$ cat config.mk
export PLATFORM = sky130hd
export DESIGN_NAME = led_fade_driver
export DESIGN_NICKNAME = d
export VERILOG_FILES = /design/src/rtl/led_fade_driver.sv
export SDC_FILE = /design/constraint.sdc
export NUM_CORES = 1
export LEC_CHECK = 0
export CORE_MARGIN = 2
export CORE_UTILIZATION = 60
export CTS_CLUSTER_DIAMETER = 120
export DETAILED_ROUTE_END_ITERATION = 8
export GPL_TIMING_DRIVEN = 0
export PLACE_DENSITY = 0.78
export SLEW_MARGIN = 25
export SYNTH_ARGS = -nofsm -noshare
export SYNTH_HDL_FRONTEND = slang
export SYNTH_SLANG_ARGS = --single-unit
$ cat constraint.sdc
create_clock -name sys_clk -period 3.8 [get_ports sys_clk]
set_input_delay 0.76 -clock sys_clk [delete_from_list [all_inputs] [get_ports sys_clk]]
set_output_delay 0.76 -clock sys_clk [all_outputs]
set_load 0.01 [all_outputs]
$ cat src/rtl/led_fade_driver.sv
// led_fade_driver: per-channel 8-bit PWM output stage for the flow-LED shifter.
// An active channel jumps to full brightness. An inactive channel decays
// linearly to off on each fade tick, which leaves a fading trail behind
// the running light.
module led_fade_driver #(
    parameter logic [24:0] FADE_DIV  = 25'd124_999,
    parameter logic [7:0]  FADE_STEP = 8'd4
) (
    input  logic       sys_clk,
    input  logic       rst_n,
    input  logic [3:0] led_in,
    output logic [3:0] led_out
);

    localparam logic [7:0] DUTY_FULL = 8'hFF;

    logic [3:0]  led_q,      led_d;
    logic [7:0]  pwm_cnt_q,  pwm_cnt_d;
    logic [24:0] fade_cnt_q, fade_cnt_d;
    logic [7:0]  duty_q [4];
    logic [7:0]  duty_d [4];
    logic [3:0]  led_out_q,  led_out_d;
    logic        fade_tick;

    // One-clock strobe at the end of each fade period.
    assign fade_tick = (fade_cnt_q == FADE_DIV);
    assign led_out   = led_out_q;

    // Input register plus the shared counters. Both counters free-run and
    // ignore LED activity.
    always_comb begin
        led_d      = led_in;
        pwm_cnt_d  = pwm_cnt_q + 8'd1;
        fade_cnt_d = fade_tick ? 25'd0 : fade_cnt_q + 25'd1;
    end

    // Duty update: load wins over decay, and decay saturates at zero.
    always_comb begin
        for (int i = 0; i < 4; i++) begin
            // NOTE: every path starts from a default so the hold case cannot infer a latch.
            duty_d[i] = duty_q[i];
            if (led_q[i]) begin
                duty_d[i] = DUTY_FULL;
            end else if (fade_tick) begin
                duty_d[i] = (duty_q[i] < FADE_STEP) ? 8'd0 : duty_q[i] - FADE_STEP;
            end
        end
    end

    // PWM compare. Full duty is forced on so there is no one-clock dip per frame.
    always_comb begin
        led_out_d = '0;
        for (int i = 0; i < 4; i++) begin
            led_out_d[i] = (duty_q[i] == DUTY_FULL) || (pwm_cnt_q < duty_q[i]);
        end
    end

    // State register. An asynchronous reset discards all fade state at once.
    always_ff @(posedge sys_clk or negedge rst_n) begin
        if (!rst_n) begin
            led_q      <= '0;
            pwm_cnt_q  <= '0;
            fade_cnt_q <= '0;
            led_out_q  <= '0;
            // NOTE: the duty array is reset as well, because a fade must not survive a reset.
            for (int i = 0; i < 4; i++) begin
                duty_q[i] <= '0;
            end
        end else begin
            // NOTE: non-blocking assignments let every register sample the pre-edge values.
            led_q      <= led_d;
            pwm_cnt_q  <= pwm_cnt_d;
            fade_cnt_q <= fade_cnt_d;
            led_out_q  <= led_out_d;
            for (int i = 0; i < 4; i++) begin
                duty_q[i] <= duty_d[i];
            end
        end
    end

endmodule
==> flow_results.org, run 1 <==
** Layout
- Filler cells :: 495
- Most used cells in the layout excluding fill and tap cells :: 69 x sky130_fd_sc_hd__dfrtp_1, 38 x sky130_fd_sc_hd__ha_1, 35 x sky130_fd_sc_hd__nand2_1, 33 x sky130_fd_sc_hd__inv_1, 25 x sky130_fd_sc_hd__nand3_1
- For this run, the share of the core covered by cells in the final layout is 0.6895.
- After the last flow step, the layout net total stands at 458.
- Number of antenna cells inserted :: 0
- Of the cells placed in the final design, the portion with a size suffix greater than 1 is 0.1026.
- Leaving out fill and tap cells, the most frequent cell in the layout is sky130_fd_sc_hd__dfrtp_1.
- From synthesis to final layout, the design area changed by 11.58%.
- Once layout is done, the placed cells without fillers occupy 4353 µm².

** Detailed routing
- The detailed router placed 3,027 vias in this run.
- Number of optimization iterations in the first detailed-route pass :: 4
- In this run the remaining antenna-violating nets after routing total 0.
- Iteration-0 DRC count of the detailed router :: 244
- Final routed wire length divided by cell count :: 16.45 µm
- Routed vias/inst :: 6.103
- Post-detailed-routing wire length :: 8158 µm
- For this run, design rule violations remaining after detail routing come to 0.

** Power
- After layout, the design draws a total of 1.496 mW.
- Leakage power :: 2.112 nW
- IR analysis of the VDD net gives a maximum drop of 0.2846 mV.
- Dividing total power by cell area gives a power density of 343.7 nW/µm².

** Timing
- Max Slew Vio Count :: 0
- Count of final hold-check violations :: 0
- Final setup violation count :: 0
- Clock skew on the completed layout was measured at 5.615 ps.
- Worst relative slew slack :: 0.4870
- At the pin with the least slew margin, the transition time is 762.5 ps.
- Setup repair after global routing left no endpoint under its margin.
- Final Cycle Share :: 0.6205
- Post-route minimum period :: 2358 ps
- Hold is met by 301.0 ps.
- Based on the critical path, the design can be clocked at up to 424.1 MHz.

** Clock network
- Maximum buffer depth of the clock tree :: 2
- H-Tree Level Count :: 3
- After clock tree synthesis, the repair step resized 0 gates.
- Clk root buf :: sky130_fd_sc_hd__clkbuf_8
- Hold buffer count at cts :: 0
- Buffers added to address setup during post-CTS repair amount to 0.
- CTS tree :: yes
- Clock-pin slew was measured on the worst setup and hold paths at 70 ps.
- Clk Latency, worst-skew pair :: 340 ps
- For this design, the sink count on the clock tree is 69.
- TritonCTS Buffers :: 9

** Job
- Maximum capacitance violations :: 0

** Floorplanning
- The initial utilization of the core area, before any placement, comes to 0.6179.
- Std-Cell Rows :: 29
- The floorplan step set the die height to 84.64 µm.
- The die is 84.64 µm wide.
- For this design the top-level I/O count stands at 10.
- Core ar. :: 6314 µm²
- The die covers 7163 µm².

** GRT
- For this run the aggregate overflow at the end of global routing stands at 0.
- Vias in the first global route :: 3,023
- Across every metal layer, demand over resource in global routing totals 0.2530.
- The first global-routing pass estimated 14,450 µm of wire.
- Pin count of the biggest net entering global routing :: 49
- The initial antenna violation count was 0.

** Critical path
- By startpoint and endpoint, the worst setup path is classified as flop to flop.
- Tracing the worst setup path back leads to its startpoint at duty_q[10].
- Kind of end point of the critical path :: flop
- Critical path peak fanout :: 5
- Startpoint of the lowest-slack register-to-register path :: duty_q[10]
- Startpoint Class :: flop
- Required time of the critical path :: 4030 ps
- Worst path arrival time :: 2590 ps

** Placed design
- After legalization and detailed placement, the total HPWL measured 5717 µm.
- Routability-driven placement finished with a final weighted congestion of 0.8241.
- The count of buffers added on input and output ports is 9.
- Placed Area :: 4113 µm²

** Status
- Result of the run :: finished, final reports clean

** Logic synthesis
- Gate count after technology mapping :: 393
- The number of nets in the synthesized netlist is 437.
- Of the synthesized area, sequential elements account for 0.4426.
- After synthesis, the netlist uses 39 different library cells.
- Register bit count reported by yosys :: 69
- A synthesized cell averages 9.927 µm².
- Yosys Warn Count :: 0
- The mapped netlist covers 3901 µm².

** Hold path
- In this run the worst hold path is classified as primary input to asynchronous set/reset pin.
==> per-stage QoR <==
step	setup WS, ps	setup TNS, ps	instances
2_1_floorplan	1758	0	393
3_3_place_gp	-337.8	-22960	479
3_5_place_dp	1462	0	480
4_1_cts	1450	0	496
5_1_grt	1299	0	496
6_report	1442	0	496
==> per-layer routing <==
metal,vias up,track usage,wire length (µm)
met4,0,0.09091,177
met2,67,0.4180,4052
met1,1494,0.3280,3609
met5,-,0,0
met3,18,0.05801,319
li1,1448,-,-
==> Yosys cell counts <==
cell,instances,area share
sky130_fd_sc_hd__o21ai_0,11,0.014
sky130_fd_sc_hd__and4_1,3,0.0067
sky130_fd_sc_hd__clkbuf_1,1,0.00096
sky130_fd_sc_hd__nor4_1,11,0.018
sky130_fd_sc_hd__or3b_2,2,0.0045
sky130_fd_sc_hd__a32o_1,1,0.0026
sky130_fd_sc_hd__ha_1,38,0.12
sky130_fd_sc_hd__and3_1,10,0.016
sky130_fd_sc_hd__a311o_1,5,0.013
sky130_fd_sc_hd__buf_2,4,0.0051
sky130_fd_sc_hd__o21ai_1,1,0.0013
sky130_fd_sc_hd__nor2_1,21,0.020
sky130_fd_sc_hd__a31oi_1,3,0.0048
sky130_fd_sc_hd__nand3_1,25,0.032
sky130_fd_sc_hd__a21oi_2,3,0.0067
sky130_fd_sc_hd__dfrtp_1,69,0.44
sky130_fd_sc_hd__nand4_1,7,0.011
sky130_fd_sc_hd__nor4b_2,2,0.0077
sky130_fd_sc_hd__or4_4,1,0.0029
sky130_fd_sc_hd__and2_1,1,0.0016
sky130_fd_sc_hd__a41oi_1,1,0.0022
sky130_fd_sc_hd__o31ai_1,3,0.0058
sky130_fd_sc_hd__a31o_2,4,0.0090
sky130_fd_sc_hd__nand2b_1,4,0.0064
sky130_fd_sc_hd__a211o_1,8,0.018
sky130_fd_sc_hd__nor4_4,1,0.0055
sky130_fd_sc_hd__buf_6,2,0.0058
sky130_fd_sc_hd__or2_2,3,0.0048
sky130_fd_sc_hd__a21o_1,8,0.015
sky130_fd_sc_hd__nor3b_1,1,0.0019
sky130_fd_sc_hd__nor3_1,18,0.023
sky130_fd_sc_hd__mux2_2,2,0.0058
sky130_fd_sc_hd__nand2_1,35,0.034
sky130_fd_sc_hd__xnor2_1,15,0.034
sky130_fd_sc_hd__a21oi_1,21,0.027
sky130_fd_sc_hd__xor2_1,11,0.025
sky130_fd_sc_hd__inv_1,33,0.032
sky130_fd_sc_hd__a41o_1,1,0.0026
sky130_fd_sc_hd__o31ai_2,3,0.0096
==> critical path, cell delays in order (launching register included) <==
cell and delay [ps]:
sky130_fd_sc_hd__dfrtp_1 430, sky130_fd_sc_hd__inv_1 130, sky130_fd_sc_hd__ha_1 220, sky130_fd_sc_hd__or3b_2 480
sky130_fd_sc_hd__nor3_1 540, sky130_fd_sc_hd__nor2_1 80, sky130_fd_sc_hd__a311o_1 370
==> sequential cells by signal, indices dropped and copies added, names as in the netlist <==
signal / flops
duty_q: 28
fade_cnt_q: 25
led_out: 4
led_q: 4
pwm_cnt_q: 8
==> cell families after synthesis <==
group	share of synthesized area
multiplexers	0.005773
flip-flops	0.4426
AO/OA/AOI/OAI	0.1318
adder cells (fa/ha/maj)	0.1219
buffers and inverters	0.04362
AND/OR/NAND/NOR	0.1960
XOR/XNOR	0.05837
==> path summary, 6_finish.rpt <==
check	to	slack [ps]	cells after the start
max	duty_q[12]	1440	6
min in group sys_clk	fade_cnt_q[0]	460	1
min reg2reg	fade_cnt_q[0]	460	1
max in group asynchronous	fade_cnt_q[18]	2970	2
min	pwm_cnt_q[2]	300	1
max reg2reg	duty_q[12]	1440	6
==> cell type report <==
type,count,area (µm²),area share
Clock inverter,4,95.09,0.02185
Clock buffer,12,145.1,0.03334
Buffer,7,46.29,0.01064
Tap cell,77,96.34,0.02213
Timing Repair Buffer,10,115.1,0.02644
Inverter,33,123.9,0.02846
Multi-Input combinational cell,284,2004,0.4605
Sequential cell,69,1727,0.3967
==> report_power, final <==
part	total (mW)	internal, mW	switching, mW	leakage (nW)
clock	0.731	0.454	0.277	0.121
sequential	0.741	0.736	0.00496	0.759
combinational	0.0246	0.00878	0.0158	1.23
total	1.50	1.20	0.298	2.11
No activity file was read; power rests on OpenSTA's default activity.
==> inputs of run 2 (changes only) <==
==> constraint.sdc (replaced) <==
create_clock -name sys_clk -period 2.4 [get_ports sys_clk]
set_input_delay 0.48 -clock sys_clk [delete_from_list [all_inputs] [get_ports sys_clk]]
set_output_delay 0.48 -clock sys_clk [all_outputs]
set_load 0.01 [all_outputs]
==> run 2 against run 1 <==
Net effect: design area rose by 0.92%; clock-buffer cell count did not move; sequential cell count did not move; critical endpoint is now duty_q[15].
==> flow_results.org, run 2 (synthesis gave the netlist of run 1 again) <==
** Status
- Result of the run :: finished, final reports clean

** Floorplanning
- The starting density of the core was 0.6179 (unchanged).
- The total die area came to 7163 µm² (unchanged).
- The site row count is 29 (unchanged).
- Core ar. :: 6314 µm² (unchanged)
- Horizontal die dimension :: 84.64 µm (unchanged)
- Die Height :: 84.64 µm (unchanged)
- Boundary Pins :: 10 (unchanged)

** Power
- The static power due to leakage came to 2.134 nW (+1.0%).
- The total power per unit cell area was 540.6 nW/µm² (+57%).
- The maximum vdd drop was 0.4522 mV (+59%).

** GRT
- The met3 track demand over resource in global routing is 0.05801 (unchanged).
- The met1 track demand over resource was 0.3280 (unchanged).
- After global routing, the most crowded layer is met2.
- The total grt overflow came to 0 (unchanged).
- Number of antenna violations at the first check in global routing :: 0 (unchanged)
- The total routing resource utilization after global routing was 0.2530 (unchanged).
- Grt met2 use :: 0.4180 (unchanged)
- The via count of the first global-routing pass came to 3,023 (unchanged).
- Pin count of the biggest net entering global routing :: 49 (unchanged)
- The first-pass GRT wire length was 14,450 µm (unchanged).

** Layout
- Ratio of cells with drive above 1 in the final layout :: 0.1158 (+0.01321)
- Top flop regs :: duty_q (28), fade_cnt_q (25), pwm_cnt_q (8)
- Largest register FFs :: 28 (unchanged)
- Most flop-heavy register :: duty_q
- Number of antenna cells inserted :: 0 (unchanged)
- Leaving out fill and tap cells, the most frequent cells in the layout are 69 x sky130_fd_sc_hd__dfrtp_1, 38 x sky130_fd_sc_hd__ha_1, 35 x sky130_fd_sc_hd__nand2_1, 33 x sky130_fd_sc_hd__inv_1, 25 x sky130_fd_sc_hd__nand3_1.
- Commonest non-fill, non-tap cell in the layout :: sky130_fd_sc_hd__dfrtp_1
- Net total in the final layout :: 462 (+0.87%)
- Compared with the post-synthesis result, the final layout area differs by 12.60%.

** Critical path
- The worst setup path is of the flop to flop kind.
- Startpoint Class :: flop
- Critical path peak fanout :: 10 (+5)
- In this run the critical register-to-register path is launched from fade_cnt_q[20].
- The length in cells of the worst reg-to-reg path is 6 (unchanged).
- In this run the critical register-to-register path is captured at duty_q[15].
- The arrival time at the worst endpoint was 2400 ps (-190 ps).
- The setup slack of the worst register-to-register path is 230 ps (-1210 ps).
- Required time of the critical path :: 2630 ps (-1400 ps)
- Kind of end point of the critical path :: flop

** Detailed routing
- Iteration-0 DRC count of the detailed router :: 286 (+17%)
- Vias :: 3,063 (+1.2%)
- Final routed DRC violation total :: 0 (unchanged)
- The total routed wirelength was 8301 µm (+1.8%).
- The number of vias per cell after detailed routing was 6.126 (+0.38%).
- The number of optimization iterations in the first detailed-route pass came to 5 (+1).
- Post-detailed-route count of antenna-violating nets :: 0 (unchanged)
- The routed wirelength normalized by instance count came to 16.60 µm (+0.94%).

** Placed design
- Dpl hpwl :: 5717 µm (unchanged)
- The weighted congestion at the end of routability-driven global placement was 0.8241 (unchanged).
- Number of I/O port buffers :: 9 (unchanged)
- The post-placement setup slack was 61.63 ps (-1400 ps).

** Clock network
- The number of buffers between clock root and the deepest sink was 2 (unchanged).
- The total CTS buffers is 9 (unchanged).
- Clk root buf :: sky130_fd_sc_hd__clkbuf_8
- Number of clock sinks :: 69 (unchanged)
- The clock transition at the registers of the reported paths was 70 ps (about the same).
- TritonCTS built the clock tree.
- The maximum level of the CTS H-tree is 3 (unchanged).
- Clk Latency, worst-skew pair :: 350 ps (about the same)

** Timing
- The least setup slack across all paths after layout is 228.0 ps (-1214 ps).
- The sum of negative setup slack is 0 ps (unchanged).
- The worst clock skew was 5.439 ps (-0.1759 ps).
- Post-route minimum period :: 2172 ps (-185.8 ps)
- Top achievable clock speed :: 460.4 MHz (+8.6%)
- The number of pins with negative max-slew slack in the final report is 0 (unchanged).
- The fraction of the cycle the final worst path needs is 0.9050 (+0.2845).
- Final setup violation count :: 0 (unchanged)
- The transition time at the pin with the least slew margin is 786.8 ps (+24.34 ps).
- The max-slew headroom at the worst pin was 0.4706 (-0.01637).
- Setup repair after global routing missed its margin :: no
- The number of failing hold endpoints at the final stage is 0 (unchanged).

** Job
- Maximum capacitance violations :: 0 (unchanged)

** Hold path
- The worst hold path belongs to the class primary input to asynchronous set/reset pin.
==> run 2: changes by cell type in the layout (fill, tap and decap cells not counted), sizes merged <==
cell  previous run  this run
buf              8        12
==> run 2: layout make-up <==
cell class,count,area [µm²]
clock inverters,4,95.09
repair buffers,14,145.1
inverters,33,123.9
plain buffers,7,46.29
multi-input cells,284,2014
fillers,492,1921
well taps,77,96.34
clock buffers,12,145.1
flip-flops and latches,69,1727
==> run 2: repair_timing <==
item                                    CTS  global route
buffers inserted                          0             4
resized for setup                         0             2
hold buffers                              0             0
endpoints found under the setup margin    0            15
==> run 2: how the worst max path moves through the flow <==
stage,start,end,slack (ps),depth (start not counted)
after floorplan,duty_q[10],duty_q[12],360,6
after global placement,rst_n,fade_cnt_q[10],-1460,1
after detailed placement,duty_q[18],duty_q[20],60,6
after CTS,duty_q[18],duty_q[20],50,6
after global routing,fade_cnt_q[17],duty_q[15],80,6
final,fade_cnt_q[20],duty_q[15],230,6
==> run 2: where the power goes <==
part / leakage, nW / internal [mW] / switching, mW / total (mW)
clock: 0.121 / 0.718 / 0.444 / 1.16
combinational: 1.25 / 0.0139 / 0.0252 / 0.0391
sequential: 0.759 / 1.17 / 0.00776 / 1.17
==> run 2: metal layers <==
metal / vias to the layer above / wire length, µm
met3: 13 / 338
li1: 1460 / -
met1: 1507 / 3720
met2: 83 / 4108
met5: - / 0
met4: 0 / 133
==> run 2: per-stage QoR <==
step	std cells	hold slack [ps]	util	power (mW)	area (µm²)
after CTS	496	25.97	0.6895	2.388	4353
final	500	18.83	0.6958	2.375	4393
after global placement	479	451.5	0.6474	1.231	4088
after global routing	500	32.10	0.6958	2.442	4393
after floorplan	393	184.4	-	1.197	3901
after detailed placement	480	397.1	0.6514	1.237	4113
==> run 2: critical path, stage by stage (launching register included) <==
cell                      delay, ps
sky130_fd_sc_hd__dfrtp_1        410
sky130_fd_sc_hd__nor4_1         330
sky130_fd_sc_hd__nand2_1        160
sky130_fd_sc_hd__or4_4          560
sky130_fd_sc_hd__buf_2          220
sky130_fd_sc_hd__nor4_1         260
sky130_fd_sc_hd__o21ai_0        110
==> inputs of run 3 (changes only) <==
--- a/config.mk
+++ b/config.mk
@@ -6,11 +6,12 @@
 export NUM_CORES = 1
 export LEC_CHECK = 0
 export CORE_MARGIN = 2
-export CORE_UTILIZATION = 60
+export CORE_UTILIZATION = 62
 export CTS_CLUSTER_DIAMETER = 120
 export DETAILED_ROUTE_END_ITERATION = 8
 export GPL_TIMING_DRIVEN = 0
-export PLACE_DENSITY = 0.78
+export PLACE_DENSITY = 0.8
+export SKIP_CTS_REPAIR_TIMING = 1
 export SLEW_MARGIN = 25
 export SYNTH_ARGS = -nofsm -noshare
 export SYNTH_HDL_FRONTEND = slang
==> run 3 against run 2 <==
Net effect: first-iteration DRC count shrank 38%; die area shrank 3.1%; routed wire length shrank 3.4%.
==> flow_results.org, run 3 (synthesis gave the netlist of run 1 again) <==
** Status
- The run finished with clean final reports.

** Critical path
- Setup CP Type :: flop to flop
- The setup slack of the worst register-to-register path was 230 ps (about the same).
- The length in cells of the worst reg-to-reg path was 6 (unchanged).
- Worst Setup EP :: duty_q[23]
- The endpoint identified for the worst register-to-register timing path is duty_q[23].
- Kind of end point of the critical path :: flop
- Startpoint of the lowest-slack register-to-register path :: fade_cnt_q[20]
- Critical path peak fanout :: 10 (unchanged)
- The arrival time at the worst endpoint is 2370 ps (-30 ps).
- Startpoint of the most critical setup path :: fade_cnt_q[20]
- The data required time at the worst endpoint came to 2600 ps (-30 ps).
- The worst setup path is launched from a flop.

** Detailed routing
- The count of nets left with antenna violations after detail routing came to 0 (unchanged).
- The number of optimization iterations in the first detailed-route pass is 4 (-1).
- The routed wirelength normalized by instance count was 16.24 µm (-2.2%).
- The number of vias per cell after detailed routing was 6.194 (+1.1%).
- The total routed wirelength came to 8022 µm (-3.4%).
- The starting DRC count in detailed routing was 178 (-38%).
- Vias :: 3,060 (-0.098%)
- Final routed DRC violation total :: 0 (unchanged)

** GRT
- The initial antenna violation count was 0 (unchanged).
- The first-pass GRT wire length is 13,550 µm (-6.2%).
- The via count of the first global-routing pass is 2,936 (-2.9%).
- The pin count of the biggest net entering global routing came to 45 (-8.2%).
- The total grt overflow was 0 (unchanged).
- The total routing resource utilization after global routing came to 0.2417 (-0.01135).

** Layout
- Number of antenna cells inserted :: 0 (unchanged)
- Area added between synthesis and finish :: 10.07%
- Commonest non-fill, non-tap cell in the layout :: sky130_fd_sc_hd__dfrtp_1
- Top flop regs :: duty_q (28), fade_cnt_q (25), pwm_cnt_q (8)
- Net total in the final layout :: 460 (-0.43%)
- Ratio of cells with drive above 1 in the final layout :: 0.1074 (-0.008441)
- The final standard cell count with taps included and fillers excluded was 494 (-1.2%).
- Largest register FFs :: 28 (unchanged)
- The core occupancy in the finished layout is 0.7168 (+0.02099).
- The fill cell total of the finished layout came to 437 (-11%).
- The post-route cell area is 4294 µm² (-2.2%).
- The top cell types in the final layout, fill and taps aside, are 69 x sky130_fd_sc_hd__dfrtp_1, 38 x sky130_fd_sc_hd__ha_1, 35 x sky130_fd_sc_hd__nand2_1, 33 x sky130_fd_sc_hd__inv_1, 25 x sky130_fd_sc_hd__nand3_1.
- Most flop-heavy register :: duty_q

** Power
- Switching power summed over all nets :: 0.4468 mW (-6.4%)
- The portion of total power attributed to the clock network was 0.408 (-0.082).
- The total power of the final layout came to 2.047 mW (-14%).
- The total power per unit cell area came to 476.6 nW/µm² (-12%).
- Register share of total power :: 0.573 (+0.079)
- Max rail drop VDD :: 0.3540 mV (-22%)
- The portion of total power attributed to combinational logic is 0.018 (+0.002).
- The switching share of power came to 0.2183 (+0.01734).
- The internal cell power was 1.600 mW (-16%).
- Leakage power :: 2.081 nW (-2.5%)

** Placed design
- Total instance count after detailed placement :: 478 (-0.42%)
- The weighted congestion at the end of routability-driven global placement came to 0.8088 (-1.9%).
- Dpl hpwl :: 5775 µm (+1.0%)
- The post-place instance area is 4103 µm² (-0.24%).
- The count of input and output buffers is 9 (unchanged).
- The post-placement setup slack is 91.93 ps (+30.30 ps).

** Floorplanning
- The starting density of the core came to 0.6512 (+0.03330).
- The core box area came to 5991 µm² (-5.1%).
- The vertical die dimension is 83.33 µm (-1.5%).
- The site row count is 28 (-3.4%).
- The I/O pin total is 10 (unchanged).
- Floorplan die area :: 6943 µm² (-3.1%)
- Horizontal die dimension :: 83.33 µm (-1.5%)

** Timing
- Count of final hold-check violations :: 0 (unchanged)
- Setup repair after global routing left no endpoint under its margin.
- The post-route worst hold slack is 46.95 ps (+28.12 ps).
- The least setup slack across all paths after layout is 230.1 ps (+2.072 ps).
- Post-route minimum period :: 2170 ps (-2.072 ps)
- The sum of negative setup slack is 0 ps (unchanged).
- The worst clock skew is 12.41 ps (+6.975 ps).
- The fmax is 460.9 MHz (about the same).
- Max Slew Vio Count :: 0 (unchanged)
- Worst relative slew slack :: 0.4247 (-0.04589)
- Final Cycle Share :: 0.9041 (about the same)
- Measured slew at the worst slew-check pin :: 855.0 ps (+68.20 ps)
- Final setup violation count :: 0 (unchanged)

** Clock network
- The clock transition at the registers of the reported paths was 80 ps (about the same).
- The root buffer cell chosen for the clock tree is sky130_fd_sc_hd__clkbuf_8.
- The total CTS buffers was 9 (unchanged).
- H-Tree Level Count :: 3 (unchanged)
- CTS tree :: yes
- Number of clock sinks :: 69 (unchanged)
- The clock network latency to the later pin of the worst-skew pair is 340 ps (about the same).
- The number of buffers between clock root and the deepest sink was 2 (unchanged).

** Hold path
- Path category of the worst min-delay check :: primary input to asynchronous set/reset pin

** Job
- The number of max-cap violations came to 0 (unchanged).
## run 3: layer usage
metal / global-route usage / routed length, µm / part of all wire
met3: 0.05268 / 309 / 0.039
met5: 0 / 0 / 0
met4: 0.09240 / 106 / 0.013
met1: 0.3223 / 3661 / 0.46
met2: 0.3871 / 3944 / 0.49
## run 3: final cells by class
type,count,area [µm²],share of cell area
repair buffers,12,122.6,0.02855
clock inverters,1,7.507,0.001748
flip-flops and latches,69,1727,0.4021
clock buffers,13,158.9,0.03700
plain buffers,7,46.29,0.01078
well taps,75,93.84,0.02185
inverters,33,123.9,0.02885
multi-input cells,284,2014,0.4691
## run 3: power by group through the flow
stage / sequential [mW] / combinational (mW) / clock, mW
2_1_floorplan: 1.19 / 0.00373 / 0
3_3_place_gp: 1.20 / 0.0347 / 0
3_5_place_dp: 1.20 / 0.0390 / 0
4_1_cts: 1.17 / 0.0390 / 0.846
5_1_grt: 1.17 / 0.0439 / 0.899
6_report: 1.17 / 0.0372 / 0.836
## run 3: worst min path at each step
stage,start,end,slack [ps],cells past startpoint
6_report,rst_n,duty_q[12],50,1
5_1_grt,rst_n,duty_q[15],60,1
4_1_cts,rst_n,pwm_cnt_q[2],50,1
3_5_place_dp,rst_n,pwm_cnt_q[2],410,1
3_3_place_gp,fade_cnt_q[0],fade_cnt_q[0],450,1
2_1_floorplan,rst_n,duty_q[0],180,0
## run 3: critical path: stages (launching register included)
cell	delay [ps]
sky130_fd_sc_hd__dfrtp_1	410
sky130_fd_sc_hd__nor4_1	290
sky130_fd_sc_hd__nand2_1	150
sky130_fd_sc_hd__or4_4	560
sky130_fd_sc_hd__buf_2	210
sky130_fd_sc_hd__nor4_1	270
sky130_fd_sc_hd__o21ai_0	140
==> patch, RTL diff (flow settings as in run 2) <==
Reset style: synchronous (`rst_n`), changed in one clocked block. Comments in the files are not updated.
--- a/src/rtl/led_fade_driver.sv
+++ b/src/rtl/led_fade_driver.sv
@@ -58,3 +58,3 @@
     // State register. An asynchronous reset discards all fade state at once.
-    always_ff @(posedge sys_clk or negedge rst_n) begin
+    always_ff @(posedge sys_clk) begin
         if (!rst_n) begin
Behaviour: differs if rst_n is asserted again (counterexample within 4 cycles, from zero or initial values and one cycle with rst_n low); with rst_n held inactive, the same outputs for 10 cycles.
==> patch against run 2 <==
  * Sequential cell count stayed put
  * Wire length is 5.4% higher
  * Fmax is 1.4% lower
  * Setup slack worse by 32 ps
  * Synthesized area is 0.22% higher
  * Design area is 1.4% lower
Power is not compared: it rests on default switching activity, and its combinational part moved more than twofold at a synthesized area within 25%.
==> patch: results (changes against run 2) <==
M1 GR Usage -> 0.333 (was 0.328)
Top cells by area, synth -> dfxtp_1 35%, ha_1 12%, xor2_1 4.3% (was dfrtp_1 44%, ha_1 12%, nand2_1 3.4%)
Detailed Place HPWL -> 6250 µm (was 5720 µm)
RR Endpoint -> duty_q[0][4] (was duty_q[15])
Finished Layout Cells -> 549 (was 500)
GRT met3 Usage -> 0.0688 (was 0.0580)
Sequential fraction of the synthesis area -> 0.353 (was 0.443)
Via count -> 3387 (was 3063)
R2r setup slk -> 200 ps (was 230 ps)
Hold WC Path Type -> flip-flop to flip-flop (was input pin to async pin)
Routed wire length -> 8750 µm (was 8300 µm)
Pre-CTS WS -> -99.5 ps (was 61.6 ps)
Placed cell areas -> 0.00410 mm² (was 0.00411 mm²)
Leading register cell type out of synthesis -> dfxtp_1 (was dfrtp_1)
Slowest cell on the critical path -> or4_1 (was or4_4)
Post-synth ARST share -> 0 (was 1.00)
WP data arrival -> 2490 ps (was 2400 ps)
Share of layout cells above drive strength 1 -> 0.0784 (was 0.116)
Clk_skew -> 9.20 ps (was 5.44 ps)
CP startpoint -> fade_cnt_q[8] (was fade_cnt_q[20])
Average size of a mapped cell -> 8.81 µm² (was 9.93 µm²)
Worst path max stage delay -> 530 ps (was 560 ps)
Worst Tran Pin Value -> 764 ps (was 787 ps)
GRT Overall Usage -> 0.260 (was 0.253)
Fillers -> 541 (was 492)
Synthesis-to-layout area growth -> 10.8% (was 12.6%)
Final hold slack -> 454 ps (was 18.8 ps)
GP Congestion -> 0.867 (was 0.824)
Synth top cells by count -> 69 x dfxtp_1, 44 x nor2_1, 38 x ha_1, 28 x inv_1, 23 x nand3_1 (was 69 x dfrtp_1, 38 x ha_1, 35 x nand2_1, 33 x inv_1, 25 x nand3_1)
Placed Cells incl. Taps -> 530 (was 480)
Largest net degree at the start of global routing -> 14 (was 49)
Pre-antenna DRT Iters -> 4 (was 5)
Outcome -> complete, no violations (unchanged)
# nets final -> 511 (was 462)
-- patch: kinds of logic (layout without fill, tap and decap cells) --
group / Yosys count / after routing / synth area share
AOI/OAI and AO/OA: 74 / 74 / 0.137
buffers and inverters: 47 / 75 / 0.0490
and+or+nand+nor: 188 / 188 / 0.276
DFF: 69 / 69 / 0.353
adders and majority gates: 38 / 38 / 0.122
xor gates and xnor gates: 28 / 28 / 0.0627
-- patch: power by group through the flow --
stage | Sequential (mW) | Combinational (mW) | Clock, mW
finish | 1.25 | 0.336 | 0.976
global route | 1.26 | 0.381 | 1.03
CTS | 1.25 | 0.335 | 0.997
detailed placement | 1.28 | 0.333 | 0
global placement | 1.27 | 0.323 | 0
floorplan | 1.27 | 0.244 | 0
-- patch: how the worst max path moves through the flow --
stage,to,cells past startpoint
final,duty_q[0][4],6
after global placement,led_out[2],5
after global routing,duty_q[3][6],7
after floorplan,duty_q[3][6],7
after detailed placement,duty_q[2][5],6
after CTS,duty_q[3][2],6
-- patch: area by class of cell --
cell class                      count  share of cell area
Timing Repair Buffer               12              0.0260
Clock inverter                      6              0.0159
Buffer                             19              0.0202
Sequential cell                    69               0.319
Clock buffer                       10              0.0318
Tap cell                           77              0.0222
Multi-Input combinational cell    328               0.541
Inverter                           28              0.0243
-- patch: per-layer routing --
metal,up-vias,routed length [µm]
met5,-,0
met4,0,148
met3,18,519
met2,86,4110
met1,1628,3970
li1,1655,-
-- patch: what timing repair did --
action / 4_1_cts / 5_1_grt
pin swaps: 1 / 4
endpoints found under the hold margin: 0 / 0
endpoints found under the setup margin: 2 / 33
setup buffers: 1 / 2
resized for setup: 1 / 1
-- patch: worst register-to-register path: stages (launching register included) --
cell     delay (ps)
dfxtp_1         370
or3_1           460
or4_1           530
buf_4           190
buf_6           170
nor4b_2         250
o31a_1          170
